--- config.mk ---
export PLATFORM = sky130hd
export DESIGN_NAME = prog_frame_loader
export DESIGN_NICKNAME = d
export VERILOG_FILES = /design/src/rtl/prog_pkg.sv /design/src/rtl/prog_word_packer.sv /design/src/rtl/prog_frame_loader.sv
export SDC_FILE = /design/constraint.sdc
export NUM_CORES = 1
export LEC_CHECK = 0
export CAP_MARGIN = 20
export CORE_ASPECT_RATIO = 1.75
export CORE_MARGIN = 2
export CORE_UTILIZATION = 30
export CTS_CLUSTER_DIAMETER = 60
export DETAILED_ROUTE_END_ITERATION = 8
export GPL_TIMING_DRIVEN = 0
export PLACE_DENSITY = 0.5
export SETUP_SLACK_MARGIN = 0.4
export SLEW_MARGIN = 5
export SYNTH_ARGS = -nofsm -noshare
export SYNTH_HDL_FRONTEND = slang
export SYNTH_HIERARCHICAL = 1
export SYNTH_SLANG_ARGS = --single-unit
--- constraint.sdc ---
create_clock -name clk -period 7.46 [get_ports clk]
set_clock_uncertainty 0.05 [all_clocks]
set_input_delay 1.119 -clock clk [delete_from_list [all_inputs] [get_ports clk]]
set_output_delay 1.119 -clock clk [all_outputs]
set_load 0.02 [all_outputs]
--- src/rtl/prog_pkg.sv ---
// Shared definitions for the framed UART programming loader: loader states,
// default frame marker and the fixed frame field sizes.
package prog_pkg;

    typedef enum logic [2:0] {
        ST_IDLE = 3'd0,
        ST_SYNC = 3'd1,
        ST_HDR  = 3'd2,
        ST_DATA = 3'd3,
        ST_CSUM = 3'd4
    } prog_state_e;

    localparam logic [7:0] PROG_SYNC_BYTE  = 8'hA5;
    localparam int         PROG_HDR_LEN    = 4;
    localparam int         PROG_WORD_BYTES = 4;

    // A frame is "in progress" once the marker has been taken.
    function automatic logic state_is_busy(input prog_state_e s);
        return (s == ST_HDR) || (s == ST_DATA) || (s == ST_CSUM);
    endfunction

endpackage

--- src/rtl/prog_word_packer.sv ---
// Assembles four received bytes into one little-endian 32-bit word. The first
// byte of a word lands in bits [7:0]. word_valid_o is high for the single
// cycle in which the fourth byte is presented, with word_o already complete.
module prog_word_packer
    import prog_pkg::*;
(
    input  logic        clk,
    input  logic        rst_n,
    input  logic        clear_i,
    input  logic        byte_valid_i,
    input  logic [7:0]  byte_i,
    output logic        word_valid_o,
    output logic [31:0] word_o
);

    localparam logic [1:0] LAST_IDX = 2'(PROG_WORD_BYTES - 1);

    logic [1:0]  idx_q, idx_d;
    logic [23:0] shift_q, shift_d;

    // Shift bytes in from the top so the earliest byte ends up lowest.
    always_comb begin
        idx_d        = idx_q;
        shift_d      = shift_q;
        word_valid_o = 1'b0;
        word_o       = {byte_i, shift_q};
        if (clear_i) begin
            idx_d   = 2'd0;
            shift_d = 24'd0;
        end else if (byte_valid_i) begin
            shift_d = {byte_i, shift_q[23:8]};
            if (idx_q == LAST_IDX) begin
                word_valid_o = 1'b1;
                idx_d        = 2'd0;
            end else begin
                idx_d = idx_q + 2'd1;
            end
        end
    end

    // Byte index and partial-word storage.
    always_ff @(posedge clk or negedge rst_n) begin
        if (!rst_n) begin
            idx_q   <= 2'd0;
            shift_q <= 24'd0;
        end else begin
            idx_q   <= idx_d;
            shift_q <= shift_d;
        end
    end

endmodule

--- src/rtl/prog_frame_loader.sv ---
// Framed UART programming loader in front of boot RAM port B.
// Frame: SYNC, addrLo, addrHi, cntLo, cntHi, cnt*4 data bytes, chk.
// When progEn is low the CPU-side bus passes straight through to the RAM.
// Optional feature macro: PROG_CHECKSUM_EN (enables the running-sum check).
module prog_frame_loader
    import prog_pkg::*;
#(
    parameter int         ADDR_WIDTH   = 12,
    parameter logic [7:0] SYNC_BYTE    = PROG_SYNC_BYTE,
    parameter int         TIMEOUT_BITS = 20
) (
    input  logic                  clk,
    input  logic                  rstn,
    input  logic                  progEn,
    input  logic [7:0]            progData,
    input  logic                  progValid,
    input  logic [ADDR_WIDTH-1:0] addrIn,
    input  logic [31:0]           dataIn,
    input  logic [3:0]            weIn,
    input  logic                  enIn,
    output logic [ADDR_WIDTH-1:0] addrOut,
    output logic [31:0]           dataOut,
    output logic [3:0]            weOut,
    output logic                  enOut,
    output logic                  busy,
    output logic                  done,
    output logic                  err
);

    localparam logic [1:0] HDR_LAST = 2'(PROG_HDR_LEN - 1);

    prog_state_e             state_q, state_d, state_cur;
    logic                    post_rst_q;
    logic [1:0]              hdr_idx_q, hdr_idx_d;
    logic [23:0]             hdr_q, hdr_d;
    logic [ADDR_WIDTH-1:0]   addr_ptr_q, addr_ptr_d;
    logic [15:0]             cnt_q, cnt_d;
    logic [ADDR_WIDTH-1:0]   out_addr_q, out_addr_d;
    logic [31:0]             out_data_q, out_data_d;
    logic                    out_en_q, out_en_d;
    logic                    done_q, done_d;
    logic                    err_q, err_d;
    logic [TIMEOUT_BITS-1:0] tmo_q, tmo_d;
`ifdef PROG_CHECKSUM_EN
    logic [7:0]              csum_q, csum_d;
`endif

    logic                    pk_clear;
    logic                    pk_valid;
    logic                    pk_word_valid;
    logic [31:0]             pk_word;

    prog_word_packer u_packer (
        .clk          (clk),
        .rst_n        (rstn),
        .clear_i      (pk_clear),
        .byte_valid_i (pk_valid),
        .byte_i       (progData),
        .word_valid_o (pk_word_valid),
        .word_o       (pk_word)
    );

    // Coming out of reset with progEn already high behaves as if SYNC was the
    // reset state; otherwise IDLE must first see progEn to reach SYNC.
    assign state_cur = (state_q == ST_IDLE && post_rst_q && progEn) ? ST_SYNC : state_q;

    // Frame parser: next state, header/word capture, timeout and status flags.
    always_comb begin
        state_d    = state_q;
        hdr_idx_d  = hdr_idx_q;
        hdr_d      = hdr_q;
        addr_ptr_d = addr_ptr_q;
        cnt_d      = cnt_q;
        out_addr_d = out_addr_q;
        out_data_d = out_data_q;
        out_en_d   = 1'b0;
        done_d     = 1'b0;
        err_d      = err_q;
        tmo_d      = tmo_q;
`ifdef PROG_CHECKSUM_EN
        csum_d     = csum_q;
`endif
        pk_clear   = 1'b0;
        pk_valid   = 1'b0;

        if (!progEn) begin
            // Abort: drop the frame, keep err and anything already written.
            state_d   = ST_IDLE;
            hdr_idx_d = 2'd0;
            tmo_d     = '0;
            pk_clear  = 1'b1;
        end else begin
            case (state_cur)
                ST_IDLE: begin
                    // Byte arriving alongside the progEn rise is ignored.
                    state_d = ST_SYNC;
                    tmo_d   = '0;
                end
                ST_SYNC: begin
                    tmo_d = '0;
                    if (progValid && progData == SYNC_BYTE) begin
                        state_d   = ST_HDR;
                        hdr_idx_d = 2'd0;
                        err_d     = 1'b0;
                        pk_clear  = 1'b1;
`ifdef PROG_CHECKSUM_EN
                        csum_d    = 8'd0;
`endif
                    end
                end
                ST_HDR, ST_DATA, ST_CSUM: begin
                    if (progValid) begin
                        tmo_d = '0;
`ifdef PROG_CHECKSUM_EN
                        csum_d = csum_q + progData;
`endif
                        if (state_cur == ST_HDR) begin
                            hdr_d = {progData, hdr_q[23:8]};
                            if (hdr_idx_q == HDR_LAST) begin
                                hdr_idx_d  = 2'd0;
                                addr_ptr_d = ADDR_WIDTH'(hdr_q[15:0]);
                                cnt_d      = {progData, hdr_q[23:16]};
                                state_d    = ({progData, hdr_q[23:16]} == 16'd0) ? ST_CSUM : ST_DATA;
                            end else begin
                                hdr_idx_d = hdr_idx_q + 2'd1;
                            end
                        end else if (state_cur == ST_DATA) begin
                            pk_valid = 1'b1;
                            if (pk_word_valid) begin
                                out_en_d   = 1'b1;
                                out_addr_d = addr_ptr_q;
                                out_data_d = pk_word;
                                addr_ptr_d = addr_ptr_q + 1'b1;
                                cnt_d      = cnt_q - 16'd1;
                                if (cnt_q == 16'd1) begin
                                    state_d = ST_CSUM;
                                end
                            end
                        end else begin
                            done_d  = 1'b1;
                            state_d = ST_SYNC;
`ifdef PROG_CHECKSUM_EN
                            if ((csum_q + progData) != 8'd0) begin
                                err_d = 1'b1;
                            end
`endif
                        end
                    end else if (tmo_q == '1) begin
                        // Link went quiet mid-frame: give up and flag it.
                        state_d = ST_SYNC;
                        err_d   = 1'b1;
                        tmo_d   = '0;
                    end else begin
                        tmo_d = tmo_q + 1'b1;
                    end
                end
                default: begin
                    state_d = ST_IDLE;
                end
            endcase
        end
    end

    // State and datapath registers.
    always_ff @(posedge clk or negedge rstn) begin
        if (!rstn) begin
            state_q    <= ST_IDLE;
            post_rst_q <= 1'b1;
            hdr_idx_q  <= 2'd0;
            hdr_q      <= 24'd0;
            addr_ptr_q <= '0;
            cnt_q      <= 16'd0;
            out_addr_q <= '0;
            out_data_q <= 32'd0;
            out_en_q   <= 1'b0;
            done_q     <= 1'b0;
            err_q      <= 1'b0;
            tmo_q      <= '0;
        end else begin
            state_q    <= state_d;
            post_rst_q <= 1'b0;
            hdr_idx_q  <= hdr_idx_d;
            hdr_q      <= hdr_d;
            addr_ptr_q <= addr_ptr_d;
            cnt_q      <= cnt_d;
            out_addr_q <= out_addr_d;
            out_data_q <= out_data_d;
            out_en_q   <= out_en_d;
            done_q     <= done_d;
            err_q      <= err_d;
            tmo_q      <= tmo_d;
        end
    end

`ifdef PROG_CHECKSUM_EN
    // Running 8-bit sum of every byte after the marker.
    always_ff @(posedge clk or negedge rstn) begin
        if (!rstn) begin
            csum_q <= 8'd0;
        end else begin
            csum_q <= csum_d;
        end
    end
`endif

    // Port B mux: CPU bus passes through combinationally unless programming.
    assign addrOut = progEn ? out_addr_q     : addrIn;
    assign dataOut = progEn ? out_data_q     : dataIn;
    assign weOut   = progEn ? {4{out_en_q}}  : weIn;
    assign enOut   = progEn ? out_en_q       : enIn;

    assign busy = progEn && state_is_busy(state_q);
    assign done = done_q;
    assign err  = err_q;

endmodule

# --- After elaboration in Yosys (flattened, before gate mapping) ---
# Cells that the tools add are included.
word_totals:
  reg_bits: 151
  inputBits: 61
op_classes:
  addsub: 5
  n_eq_ne: 25
  muxes: 65
  n_bitwise: 1
  n_reduce_logical: 21
op_table:
  columns: ["operator", "n"]
  rows:
  - ["2-to-1 mux 16 bit", 4]
  - ["2-to-1 mux 12 bit", 5]
  - ["2-to-1 mux 20 bit", 3]
  - ["2-to-1 mux 24 bit", 2]
  - ["one-hot mux 20 bit (2 select lines)", 1]
  - ["2-to-1 mux 3 bit", 11]
  - ["2-to-1 mux 32 bit", 1]
  - ["2-to-1 mux 1 bit", 26]
  - ["adder 20 x 1 -> 20 bit (second input constant)", 1]
  - ["equality test 20 bit (second input constant)", 1]
  - ["equality test 16 x 1 -> 1 bit (second input constant)", 1]
  - ["zero test 16 bit", 1]
  - ["2-to-1 mux 2 bit", 8]
  - ["subtractor 16 x 1 -> 16 bit (second input constant)", 1]
  - ["adder 12 x 1 -> 12 bit (second input constant)", 1]
  - ["equality test 3 x 2 -> 1 bit (second input constant)", 4]
  - ["!= test 6 bit (second input constant)", 2]
  - ["AND reduction 6 bit", 2]
  - ["AND reduction 5 bit", 2]
  - ["!= test 3 bit (second input constant)", 3]
  - ["one-hot mux 3 bit (3 select lines)", 1]
  - ["equality test 8 bit (second input constant)", 1]
  - ["AND reduction 4 bit", 2]
  - ["nonzero test 2 bit", 4]
  - ["other kinds (19)", 29]

# --- Longest topological paths before layout ---
# Gate-level depths: netlist of the first run.
logic_depth:
  depth_word: 18
  ltp_mapped: 14

# --- Hierarchy ---
# Netlist of the first run, hierarchy kept.
modules_own_cells:
  columns: ["mod", "n_inst", "cells_per_inst", "area_per_inst_um2", "seq_area_each_um2"]
  rows:
  - ["prog_frame_loader", 1, 602, 6483.7, 3129.3]
  - ["prog_word_packer", 1, 95, 1156.1, 650.6]

# --- Least setup slack after synthesis of the first run ---
# OpenSTA, ideal clock, no wires.
synth_path:
  kind: "input -> register"
  start: "input progData[5]"
  end: "register out_addr_q[0]"
  arrival_time_ns: 3.470
  required_ns: 7.285
  path_slack_ns: 3.815
  cell_stages: 12
  n_path_buf: 4
  path_cell_list: "and3_1 -> and4_1 -> a31o_2 -> buf_2 -> buf_2 -> nor2_1 -> mux2i_1 -> nand2b_1 -> buf_2 -> nor2_2 -> buf_2 -> mux2_2"
synth_between:
  elab_chain_len: 7
synth_rtl:
  columns: ["item", "line", "source"]
  rows:
  - ["start: declaration", "prog_frame_loader.sv:15", "input logic [7:0] progData,"]
  - ["equality test 8 bit", "prog_frame_loader.sv:101", "if (progValid && progData == SYNC_BYTE) begin"]
  - ["logical AND 1 bit", "prog_frame_loader.sv:101", null]
  - ["2-to-1 mux 1 bit", "prog_frame_loader.sv:101", null]
  - ["2-to-1 mux 1 bit", "prog_frame_loader.sv:93", "case (state_cur)"]
  - ["2-to-1 mux 1 bit", "prog_frame_loader.sv:86", "if (!progEn) begin"]
  - ["via pk_clear", "prog_frame_loader.sv:48", "logic pk_clear;"]
  - ["2-to-1 mux 1 bit", "prog_word_packer.sv:27", "if (clear_i) begin"]
  - ["via pk_word_valid", "prog_frame_loader.sv:50", "logic pk_word_valid;"]
  - ["AND reduction 6 bit (no source line)", null, null]
  - ["end signal: assignment", "prog_frame_loader.sv:186", "out_addr_q <= out_addr_d;"]
  - ["end: declaration", "prog_frame_loader.sv:38", "logic [ADDR_WIDTH-1:0] out_addr_q, out_addr_d;"]
# The timed path passes the listed nets, and every way through them passes these cells.
# A chain may end at the register's enable or synchronous reset.

# --- Final worst setup path of the first run ---
layout_path:
  start: "input progEn"
  end: "output addrOut[9]"
layout_between:
  elab_chain_len: 1
layout_rtl:
  columns: ["item", "line", "source"]
  rows:
  - ["start: declaration", "prog_frame_loader.sv:14", "input logic progEn,"]
  - ["2-to-1 mux 12 bit", "prog_frame_loader.sv:207", "assign addrOut = progEn ? out_addr_q : addrIn;"]
  - ["end: declaration", "prog_frame_loader.sv:21", "output logic [ADDR_WIDTH-1:0] addrOut,"]
# No other way between the ends.

==> impl_metrics.py, run 1 <==
metrics = {
    "die": {
        "die_width_um": 125,
        "dieArea_mm2": 0.0268,
        "die_h_um": 215,
        "start_util": 0.304,
        "io_pins": 113,
        "core_mm2": 0.0251,
        "rows": 77,
    },
    "clock_network": {
        "clk_pin_slew_worst_paths_ns": 0.06,
        "clkSinkCount": 151,
        "cts_htree_levels": 4,
        "ctsRootBufferMaster": "clkbuf_16",
        "cts.repair.resized": 0,
        "cts_made_buffers": 17,
        "holdBufCountCts": 0,
        "insertion_delay_ns": 0.43,
        "clock_path_buffers": 2,
        "postCtsSetupBuffers": 0,
        "cts_tree": "done",
    },
    "drt": {
        "dr.pass1.iters": 4,
        "drcViolationCount": 0,
        "drt_wl_total_um": 21500,
        "ant_nets": 0,
        "routed_via_density": 5.09,
        "post_drt_wl_per_cell_um": 18.6,
        "vias": 5889,
        "drt_iter0_markers": 331,
    },
    "worst_setup_path": {
        "crit_type": "primary input to primary output",
        "worstPathArrival_ns": 3.70,
        "crit_required_ns": 6.29,
        "cp-end-kind": "primary output",
        "worstPathCellList": "clkdlybuf4s50_1, buf_2, buf_1, mux2_2, clkdlybuf4s50_1",
        "start_kind": "primary input",
        "path_max_fanout": 10,
        "cpMostUsedCell": "clkdlybuf4s50_1",
        "cp_top_family": "buffers and inverters",
        "worst_path_largest_cell_delay_ns": 0.73,
        "crit_slowest_cell": "buf_1",
        "crit_buf_inv": 4,
    },
    "logic_synthesis": {
        "ys.flop_type": "dfrtp_1",
        "yosysUniqueCellTypes": 60,
        "syn_area_mm2": 0.00764,
        "ys_seq_elements": 151,
        "synthCells": 697,
        "synth_top_cell_by_area": "dfrtp_1",
        "synth_warnings": 6,
        "synth_fp_nets": 764,
        "syn_area_per_cell_um2": 11.0,
        "synthTopCellsByArea": "dfrtp_1 (49%), mux2_2 (17%), mux2i_1 (4.2%)",
        "synth_top_area_share": 0.491,
        "synthArstFlopShare": 1.00,
        "seq_area_frac_synth": 0.495,
        "synth-edff-count": 0,
    },
    "sta": {
        "rsz0062_at_grt": "no",
        "slew_headroom": 0.372,
        "hold_viol": 0,
        "finalCritPeriodShare": 0.653,
        "min_period_ns": 4.87,
        "final_max_slew_viol_count": 0,
        "clock.fmax_mhz": 205,
        "tightest_slew_ns": 0.935,
        "worst_slack_ns": 2.59,
        "finalSetupViolCount": 0,
    },
    "global_route": {
        "grt_max_degree": 110,
        "grt_overflow_total": 0,
        "grt_pass1_vias": 6032,
        "track_usage": 0.163,
        "grt_pass1_wl_um": 34200,
        "antenna_found_initial": 0,
    },
    "final_layout": {
        "drive_above_1_share": 0.220,
        "register_area_mm2": 0.00378,
        "layout.nets": 896,
        "area_growth_pct": 27.8,
        "final_area_mm2": 0.00976,
        "fillers": 2460,
        "multi_input_area_mm2": 0.00353,
        "insertedDiodeCount": 0,
    },
    "power": {
        "power_leakage_nw": 4.25,
        "power.density_mw_per_mm2": 233,
        "peakVddDrop_v": 0.000175,
    },
    "place": {
        "dpl_cell_area_mm2": 0.00919,
        "place.gp.congestion": 0.827,
        "place_ws_ns": 2.12,
        "dp_hpwl_um": 15600,
        "io_buffer_count": 112,
    },
    "flow_run": {
        "max_cap_viol_count": 0,
    },
    "worst_hold_path": {
        "worst_hold_path_type": "flip-flop to flip-flop",
    },
    "status": {
        "status": "completed",
    },
}
metal layers:
metal  share of wire  GRT usage
met5               0          0
met1            0.40      0.181
met2            0.54      0.293
met3           0.031     0.0309
met4           0.037     0.0835
power breakdown:
part | internal, mW | switching [mW] | total (mW)
registers | 0.893 | 0.0738 | 0.967
logic | 0.209 | 0.247 | 0.456
clock network | 0.498 | 0.354 | 0.852
total | 1.60 | 0.675 | 2.27
final timing paths:
path | from | end | slack, ns | depth (start not counted)
setup / recovery | progEn | addrOut[9] | 2.59 | 5
hold / removal | out_addr_q[1]$_DFFE_PN0P_ | out_addr_q[1]$_DFFE_PN0P_ | 0.45 | 1
setup reg to reg | state_q[2]$_DFFE_PN0P_ | out_addr_q[3]$_DFFE_PN0P_ | 3.62 | 13
hold reg to reg | out_addr_q[1]$_DFFE_PN0P_ | out_addr_q[1]$_DFFE_PN0P_ | 0.45 | 1
max in group asynchronous | rstn | tmo_q[11]$_DFFE_PN0P_ | 5.96 | 2
min in group asynchronous | rstn | out_data_q[26]$_DFFE_PN0P_ | 0.51 | 1
sequential cells by signal, summed over array words and instances (netlist names):
register / cells
addr_ptr_q: 12
cnt_q: 16
done: 1
err: 1
hdr_idx_q: 2
hdr_q: 24
out_addr_q: 12
out_data_q: 32
out_en_q: 1
post_rst_q: 1
state_q: 3
tmo_q: 20
u_packer/idx_q: 2
u_packer/shift_q: 24
metrics by stage:
stage / utilization / hold slack [ns] / total power, mW / TNS [ns] / std cells
after floorplan: - / 0.402 / 1.24 / 0 / 697
after detailed placement: 0.365 / 0.445 / 1.44 / 0 / 1126
after global placement: 0.364 / 0.439 / 1.44 / -199.65 / 1125
after CTS: 0.388 / 0.458 / 2.30 / 0 / 1158
after global routing: 0.388 / 0.473 / 2.39 / 0 / 1158
final: 0.388 / 0.450 / 2.27 / 0 / 1158
layout by cell type (no fill, tap or decap), drive strengths merged, types with 4 or more instances in the layout:
master	n
nand2	42
and2	4
clkbuf	33
and3	10
dfrtp	150
a22oi	4
a31oi	7
a22o	6
nand3	23
ha	6
nor4	10
a2bb2oi	4
buf	35
clkdlybuf4s50	111
nor3	14
clkinv	9
a21oi	39
mux2	116
nor2	62
mux2i	32
o21ai	46
nand4	11
inv	12
a21o	5
o22ai	7
cell usage after synthesis (all sizes together) (11+ instances only):
cell,instances
buf,33
o21ai,46
a21oi,39
nor2,62
nand2,42
clkbuf,14
nor3,14
dfrtp,150
nand3,23
nand4,11
mux2i,32
mux2,116
inv,12
cell families (layout without fill, tap and decap cells):
kind of cell / count (synthesis) / in the layout / synth area share
other: 1 / 1 / 0.000491
buffers and inverters: 59 / 204 / 0.0432
adder cells (fa/ha/maj): 6 / 6 / 0.00983
AND/OR/NAND/NOR: 195 / 195 / 0.127
multiplexers: 148 / 148 / 0.213
XOR/XNOR: 1 / 1 / 0.00115
AO/OA/AOI/OAI: 136 / 136 / 0.111
flip-flops: 151 / 151 / 0.495
area by class of cell:
type,instances,share of cell area
inverter,12,0.00461
sequential,151,0.387
multi-input combinational,487,0.362
buffer,47,0.0292
clock inverter,13,0.0135
timing repair buffer,113,0.118
tap,316,0.0405
clock buffer,19,0.0454
worst reg2reg max path, cell delays in order, from the launching register on:
cell	delay, ns
dfrtp_1	0.45
nand2b_1	0.17
clkbuf_1	0.19
nor3_1	0.38
buf_6	0.24
buf_12	0.17
nand2_1	0.06
nor2_1	0.11
mux2i_1	0.20
nand2b_1	0.20
buf_2	0.20
nor2_2	0.48
buf_2	0.45
mux2_2	0.39
Power figures use the tool's default switching activity.
==> run 2, diff against run 1 <==
--- a/config.mk
+++ b/config.mk
@@ -12,7 +12,7 @@
 export CTS_CLUSTER_DIAMETER = 60
 export DETAILED_ROUTE_END_ITERATION = 8
 export GPL_TIMING_DRIVEN = 0
-export PLACE_DENSITY = 0.5
+export PLACE_DENSITY = 0.52
 export SETUP_SLACK_MARGIN = 0.4
 export SLEW_MARGIN = 5
 export SYNTH_ARGS = -nofsm -noshare
==> constraint.sdc (replaced) <==
create_clock -name clk -period 4.3 [get_ports clk]
set_clock_uncertainty 0.05 [all_clocks]
set_input_delay 0.645 -clock clk [delete_from_list [all_inputs] [get_ports clk]]
set_output_delay 0.645 -clock clk [all_outputs]
set_load 0.02 [all_outputs]
==> run 2 against run 1 <==
Combinational power is 76% higher; worst hold slack worse by 0.33 ns; power is 80% higher; register-to-register slack worse by 2.6 ns; routed wire length hardly changed; flip-flop and latch count stayed put; global-route usage is 0.34 points higher; via count is 1.2% higher; non-clock buffer count is 2 higher.
==> impl_metrics.py, run 2 (synthesis gave the netlist of run 1 again) <==
metrics = {
    "clock_network": {
        "cts_made_buffers": 17,
        "insertion_delay_ns": 0.43,
        "cts_htree_levels": 4,
        "clock_path_buffers": 2,
        "clk_pin_slew_worst_paths_ns": 0.06,
        "holdBufCountCts": 0,
        "ctsRootBufferMaster": "clkbuf_16",
        "cts_tree": "done",
        "clkSinkCount": 151,
    },
    "worst_setup_path": {
        "worst_path_largest_cell_delay_ns": 0.64,
        "cp_top_family": "buffers and inverters",
        "reg2reg_from": "state_q[2]$_DFFE_PN0P_",
        "startpoint": "progEn",
        "path_max_fanout": 10,
        "reg2reg_to": "out_data_q[23]$_DFFE_PN0P_",
        "crit_buf_inv": 4,
        "reg2reg_depth": 13,
        "crit_slowest_cell": "clkdlybuf4s50_1",
        "crit_type": "primary input to primary output",
        "worstPathArrival_ns": 3.02,
        "cpMostUsedCell": "clkdlybuf4s50_1",
        "start_kind": "primary input",
        "cp-end-kind": "primary output",
        "crit_required_ns": 3.61,
        "worstPathCellList": "clkdlybuf4s50_1, buf_2, clkbuf_1, nand2_1, o21ai_0, clkdlybuf4s50_1",
        "r2r_slack_ns": 1.03,
    },
    "final_layout": {
        "reg.largest.list": "out_data_q (32), hdr_q (24), u_packer/shift_q (24)",
        "insertedDiodeCount": 0,
        "drive_above_1_share": 0.229,
        "final_area_mm2": 0.00991,
        "fin_cells": 1157,
        "area_growth_pct": 29.7,
        "largest_reg_flops": 32,
        "layout.nets": 898,
        "postLayoutCoreUtil": 0.394,
        "regMostFlops": "out_data_q",
        "layout_commonest_cell": "dfrtp_1",
        "mostFrequentLayoutCells": "dfrtp_1 (150), mux2_2 (113), clkdlybuf4s50_1 (107), nor2_1 (60), o21ai_0 (43)",
    },
    "sta": {
        "finalCritPeriodShare": 0.865,
        "worst_slack_ns": 0.582,
        "final_max_slew_viol_count": 0,
        "rsz0062_at_grt": "no",
        "min_period_ns": 3.72,
        "finalSetupViolCount": 0,
        "tightest_slew_ns": 0.930,
        "clock.fmax_mhz": 269,
        "hold_viol": 0,
        "slew_headroom": 0.375,
    },
    "place": {
        "io_buffer_count": 112,
        "dp_hpwl_um": 15800,
        "place_ws_ns": -0.591,
        "place.gp.congestion": 0.854,
        "placed_cells": 1126,
        "dpl_cell_area_mm2": 0.00919,
    },
    "power": {
        "p_switching_mw": 1.16,
        "peakVddDrop_v": 0.000322,
        "power_frac_clock": 0.394,
        "power_frac_seq": 0.410,
        "switching_share": 0.284,
        "power.density_mw_per_mm2": 414,
        "power_leakage_nw": 4.33,
        "intPower_mw": 2.94,
        "pwr-share-comb": 0.196,
    },
    "drt": {
        "vias": 5957,
        "drt_iter0_markers": 410,
        "post_drt_wl_per_cell_um": 18.6,
        "routed_via_density": 5.15,
        "ant_nets": 0,
        "dr.pass1.iters": 5,
        "drt_wl_total_um": 21500,
        "drcViolationCount": 0,
    },
    "global_route": {
        "antenna_found_initial": 0,
        "grt_max_degree": 80,
        "grt_pass1_wl_um": 35000,
        "grt_overflow_total": 0,
        "grt_pass1_vias": 6165,
        "track_usage": 0.166,
    },
    "die": {
        "rows": 77,
        "die_h_um": 215,
        "core_mm2": 0.0251,
        "die_width_um": 125,
        "io_pins": 113,
        "start_util": 0.304,
        "dieArea_mm2": 0.0268,
    },
    "flow_run": {
        "max_cap_viol_count": 0,
    },
    "status": {
        "status": "completed",
    },
    "worst_hold_path": {
        "worst_hold_path_type": "primary input to asynchronous set/reset pin",
    },
}
## run 2: repair_timing
item                       CTS  global route
pin swaps                    1             0
buffers inserted             2             0
gates resized for setup     13            10
setup endpoints to repair   78            61
## run 2: layer usage
| metal | GRT usage | vias up | part of all wire |
|---|---|---|---|
| met2 | 0.309 | 126 | 0.55 |
| li1 | - | 2802 | - |
| met5 | 0 | - | 0 |
| met1 | 0.184 | 2988 | 0.39 |
| met4 | 0.0682 | 0 | 0.030 |
| met3 | 0.0311 | 41 | 0.029 |
## run 2: layout make-up
cell class	instances	area [um2]
Multi-Input combinational cell	487	3570
Timing Repair Buffer	115	1170
Inverter	12	45.0
Tap cell	316	395
Sequential cell	151	3780
Clock inverter	7	144
Fill cell	2446	15200
Clock buffer	22	484
Buffer	47	310
## run 2: worst max-delay path by stage
stage,slack [ns],endpoint,cells after the start
after floorplan,1.13,out_addr_q[0]$_DFFE_PN0P_,12
after global placement,-4.04,out_addr_q[0]$_DFFE_PN0P_,1
after detailed placement,-0.59,out_addr_q[1]$_DFFE_PN0P_,13
after CTS,0.43,addr_ptr_q[6]$_DFFE_PN0P_,12
after global routing,0.44,weOut[1],6
final,0.58,weOut[1],6
## run 2: power by group through the flow
stage	registers (mW)	logic, mW	clock network [mW]
finish	1.68	0.803	1.62
detailed placement	1.71	0.798	0
floorplan	1.64	0.509	0
global placement	1.71	0.785	0
global route	1.70	0.876	1.71
CTS	1.68	0.808	1.65
## run 2: metrics by stage
step | power (mW) | TNS, ns | hold WS [ns]
after floorplan | 2.15 | 0 | 0.299
after global placement | 2.49 | -636.64 | 0.435
after detailed placement | 2.50 | -31.70 | 0.441
after CTS | 4.14 | 0 | 0.136
after global routing | 4.29 | 0 | 0.156
final | 4.10 | 0 | 0.117
==> run 3, diff against run 2 <==
--- a/config.mk
+++ b/config.mk
@@ -12,7 +12,6 @@
 export CTS_CLUSTER_DIAMETER = 60
 export DETAILED_ROUTE_END_ITERATION = 8
 export GPL_TIMING_DRIVEN = 0
-export PLACE_DENSITY = 0.52
 export SETUP_SLACK_MARGIN = 0.4
 export SLEW_MARGIN = 5
 export SYNTH_ARGS = -nofsm -noshare
==> run 3 against run 2 <==
Register-to-register slack got worse by 0.05 ns; final area rose by 0.20%; final cell count increased by 0.35%; die area is the same; first-iteration DRC count down 8.3%; global-route usage decreased by 0.84 points; non-clock buffer count increased by 1; worst hold slack gained 0.026 ns; count of clock-buffer cells in the layout down 2; sequential share of layout area fell by 0.077 points; utilization increased by 0.080 points; routed wire length shrank 4.4%.
==> impl_metrics.py, run 3 (synthesis gave the netlist of run 1 again) <==
metrics = {
    "global_route": {
        "grt_pass1_wl_um": 33500,
        "grt_overflow_total": 0,
        "track_usage": 0.158,
        "grt_max_degree": 81,
        "antenna_found_initial": 0,
        "grt_pass1_vias": 6218,
    },
    "drt": {
        "post_drt_wl_per_cell_um": 17.7,
        "routed_via_density": 5.09,
        "drt_iter0_markers": 376,
        "dr.pass1.iters": 5,
        "drt_wl_total_um": 20600,
        "drcViolationCount": 0,
        "ant_nets": 0,
        "vias": 5914,
    },
    "final_layout": {
        "insertedDiodeCount": 0,
        "layout_commonest_cell": "dfrtp_1",
        "drive_above_1_share": 0.231,
        "largest_reg_flops": 32,
        "mostFrequentLayoutCells": "dfrtp_1 (150), mux2_2 (113), clkdlybuf4s50_1 (109), nor2_1 (60), o21ai_0 (43)",
        "area_growth_pct": 29.9,
        "final_area_mm2": 0.00993,
        "regMostFlops": "out_data_q",
        "fillers": 2436,
        "reg.largest.list": "out_data_q (32), hdr_q (24), u_packer/shift_q (24)",
        "layout.nets": 899,
    },
    "clock_network": {
        "clock_path_buffers": 2,
        "cts_made_buffers": 17,
        "clkSinkCount": 151,
        "cts_tree": "done",
        "clk_pin_slew_worst_paths_ns": 0.06,
        "ctsRootBufferMaster": "clkbuf_16",
        "cts_htree_levels": 4,
        "insertion_delay_ns": 0.43,
        "holdBufCountCts": 0,
    },
    "worst_setup_path": {
        "worstPathCellList": "clkdlybuf4s50_1, and3_1, and4_1, a31o_2, buf_2, buf_2, nor2_1, mux2i_4, nand2b_1, buf_2, nor2_4, buf_4, mux2_2",
        "crit_slowest_cell": "clkdlybuf4s50_1",
        "r2r_slack_ns": 0.98,
        "start_kind": "primary input",
        "crit_required_ns": 4.55,
        "reg2reg_from": "state_q[2]$_DFFE_PN0P_",
        "path_max_fanout": 10,
        "reg2reg_to": "out_data_q[28]$_DFFE_PN0P_",
        "cp-end-kind": "flip-flop",
        "worst_path_largest_cell_delay_ns": 0.61,
        "reg2reg_depth": 13,
        "crit_type": "primary input to flip-flop",
        "worstPathArrival_ns": 4.06,
        "cpMostUsedCell": "buf_2",
    },
    "die": {
        "core_mm2": 0.0251,
        "die_h_um": 215,
        "die_width_um": 125,
        "rows": 77,
        "start_util": 0.304,
        "io_pins": 113,
        "dieArea_mm2": 0.0268,
    },
    "place": {
        "place.gp.congestion": 0.830,
        "dp_hpwl_um": 15200,
        "dpl_cell_area_mm2": 0.00919,
        "io_buffer_count": 112,
        "place_ws_ns": -0.522,
    },
    "worst_hold_path": {
        "worst_hold_path_type": "primary input to asynchronous set/reset pin",
    },
    "sta": {
        "slew_headroom": 0.378,
        "tightest_slew_ns": 0.925,
        "final_max_slew_viol_count": 0,
        "finalCritPeriodShare": 0.885,
        "min_period_ns": 3.80,
        "clock.fmax_mhz": 263,
        "finalSetupViolCount": 0,
        "worst_slack_ns": 0.495,
        "rsz0062_at_grt": "yes",
        "tns_ns": 0,
        "hold_viol": 0,
    },
    "power": {
        "peakVddDrop_v": 0.000296,
        "power.density_mw_per_mm2": 415,
        "power_leakage_nw": 4.34,
    },
    "flow_run": {
        "max_cap_viol_count": 0,
    },
    "status": {
        "status": "completed",
    },
}
==> run 3: cell types whose count changed in the layout (fill, tap and decap cells not counted), moves of 2 or more <==
cell	delta
inv_6	+3
clkbuf_4	-2
buf_4	+3
clkdlybuf4s50_1	+2
clkinv_4	+3
==> run 3: power by group <==
part / switching, mW / total, mW / internal, mW
Sequential: 0.138 / 1.69 / 1.55
Combinational: 0.425 / 0.790 / 0.365
Clock: 0.618 / 1.64 / 1.03
Total: 1.18 / 4.12 / 2.94
==> run 3: how the worst max path moves through the flow <==
stage	start	end	slack [ns]	depth (start not counted)
6_report	progData[2]	out_data_q[28]$_DFFE_PN0P_	0.50	13
5_1_grt	progData[2]	addr_ptr_q[6]$_DFFE_PN0P_	0.39	12
4_1_cts	progData[2]	out_data_q[16]$_DFFE_PN0P_	0.41	13
3_5_place_dp	progData[3]	out_addr_q[1]$_DFFE_PN0P_	-0.52	13
3_3_place_gp	rstn	tmo_q[7]$_DFFE_PN0P_	-3.76	1
2_1_floorplan	progData[5]	out_addr_q[0]$_DFFE_PN0P_	1.13	12
==> run 3: stage by stage <==
| step | hold slack (ns) | total power [mW] | std cells | util |
|---|---|---|---|---|
| final | 0.144 | 4.12 | 1161 | 0.395 |
| after global placement | 0.425 | 2.48 | 1125 | 0.364 |
| after detailed placement | 0.430 | 2.49 | 1126 | 0.365 |
| after CTS | 0.168 | 4.16 | 1158 | 0.393 |
| after global routing | 0.194 | 4.30 | 1161 | 0.395 |
| after floorplan | 0.299 | 2.15 | 697 | - |
==> run 3: per-layer routing <==
layer | track usage | wire, um | up-vias
li1 | - | - | 2801
met2 | 0.298 | 11600 | 123
met1 | 0.169 | 7800 | 2958
met4 | 0.0685 | 566 | 0
met3 | 0.0279 | 582 | 32
met5 | 0 | 0 | -
==> run 3: cell type report <==
type	count	area [um2]	area share
buffer	47	302	0.0304
clock buffer	20	467	0.0470
clock inverter	12	189	0.0190
inverter	12	45.0	0.00454
multi-input combinational	487	3570	0.359
sequential	151	3780	0.381
tap	316	395	0.0398
timing repair buffer	116	1180	0.119
==> run 3: worst max-delay path, delay by kind of cell <==
family / cells / cell delay (ns)
AO/OA/AOI/OAI: 1 / 0.26
buffers and inverters: 5 / 1.49
multiplexers: 2 / 0.50
AND/OR/NAND/NOR: 5 / 1.15
==> run 3: timing repair <==
item / 4_1_cts / 5_1_grt
pin swaps: 1 / 2
endpoints found under the setup margin: 78 / 56
buffers inserted: 0 / 3
cloned: 0 / 0
gates resized for setup: 11 / 6
==> variant, RTL diff (flow settings as in run 3) <==
Take the reset off `shift_q` and load it in a clocked block of its own.
--- a/src/rtl/prog_word_packer.sv
+++ b/src/rtl/prog_word_packer.sv
@@ -42,11 +42,13 @@
     always_ff @(posedge clk or negedge rst_n) begin
         if (!rst_n) begin
             idx_q   <= 2'd0;
-            shift_q <= 24'd0;
         end else begin
             idx_q   <= idx_d;
-            shift_q <= shift_d;
         end
+    end
+
+    always_ff @(posedge clk) begin
+        shift_q <= shift_d;
     end
 
 endmodule
Behaviour: no difference found for any inputs over 4 cycles, from zero or initial values and one cycle with rstn low; that may be too few to reach the edited logic, so the function may still have changed.
==> variant against run 3 <==
- worst hold slack better by 0.013 ns
- register-to-register slack worse by 0.02 ns
- count of clock-buffer cells in the layout is 1 higher
- first-iteration DRC count is 14% lower
- final area is 2.0% lower
- synthesized area is 1.9% lower
- cell count is 0.52% lower
- sequential cell count stayed put
- worst setup slack better by 0.015 ns
- power is 2.2% lower
- routed wire length is 0.70% lower
- largest cell class unchanged
==> variant: results (changes against run 3) <==
| Metric | Value |
|---|---|
| Run status | complete, no violations |
| Worst reg-to-reg path cell count | 12 (-1) |
| Tot GR Track Use | 16.3% (+0.54 points) |
| Fillers | 2409 (-1.1%) |
| Ys async rst share | 84.1% (-16 points) |
| CP startpoint | progData[1] |
| Post-DP HPWL | 14.9 mm (-2.2%) |
| Drt wl/cell | 17.7 um (-0.18%) |
| Met1 wire length | 7.97 mm (+2.2%) |
| Area post-placement | 9040 sq um (-1.6%) |
| PD cells | 414 nW/um^2 (-0.19%) |
| Sequential fraction of the synthesis area | 48.8% (-0.67 points) |
| Slowest Stage Delay on Critical Path | 0.57 ns (-0.04 ns) |
| Worst R2R End | out_data_q[9] |
| GR Util met3 | 2.51% (-0.28 points) |
| RePlAce Congestion | 0.866 (+4.3%) |
| Synth Area in XOR/XNOR | 0% (-0.11 points) |
| Routed wl met2 | 11.2 mm (-3.9%) |
| Compound-gate portion of the synthesized area | 11.4% (+0.28 points) |
| Post_cts resized | 12 (+1) |
| Maximum vdd drop | 0.241 mV (-18%) |
| Largest net degree at the start of global routing | 68 (-16%) |
| Share of cells above drive strength 1 | 22.8% (-0.30 points) |
| Met1 Use GR | 18.0% (+1.0 points) |
| DRT iter0 DRCs | 322 (-14%) |
| Met2 Track Usage GR | 29.9% (about the same) |
| Area contributors post-synth | dfrtp_1, mux2_2, dfxtp_1, mux2i_1, nor2_1 |
| Post-CTS Setup Repair Bufs | 1 (+1) |
| Register share of total power | 41.7% (+0.8 points) |
| Total wire length | 20.4 mm (-0.70%) |
| Switch share | 29.3% (+0.64 points) |
| Met3 wire length | 569 um (-2.2%) |
-- variant: changes by cell type after synthesis, moves of 2 or more --
cell / before / now
dfxtp_1: 0 / 24
buf_4: 8 / 10
buf_12: 2 / 0
clkbuf_1: 14 / 16
buf_2: 13 / 11
dfrtp_1: 150 / 126
-- variant: how the worst max path moves through the flow --
stage,end,slack (ns),cells past startpoint
after global routing,out_addr_q[1],0.40,12
after detailed placement,out_data_q[29],-0.50,13
after global placement,out_addr_q[0],-2.81,1
after CTS,out_data_q[9],0.42,13
final,out_addr_q[1],0.51,12
after floorplan,out_addr_q[0],1.10,12
-- variant: area by class of cell --
| type | instances | area [sq um] | area share (%) |
|---|---|---|---|
| sequential | 151 | 3660 | 37.6 |
| multi-input combinational | 487 | 3570 | 36.7 |
| timing repair buffer | 114 | 1160 | 11.9 |
| clock buffer | 21 | 450 | 4.63 |
| tap | 312 | 390 | 4.01 |
| buffer | 47 | 288 | 2.96 |
| clock inverter | 11 | 163 | 1.67 |
| inverter | 12 | 45.0 | 0.463 |
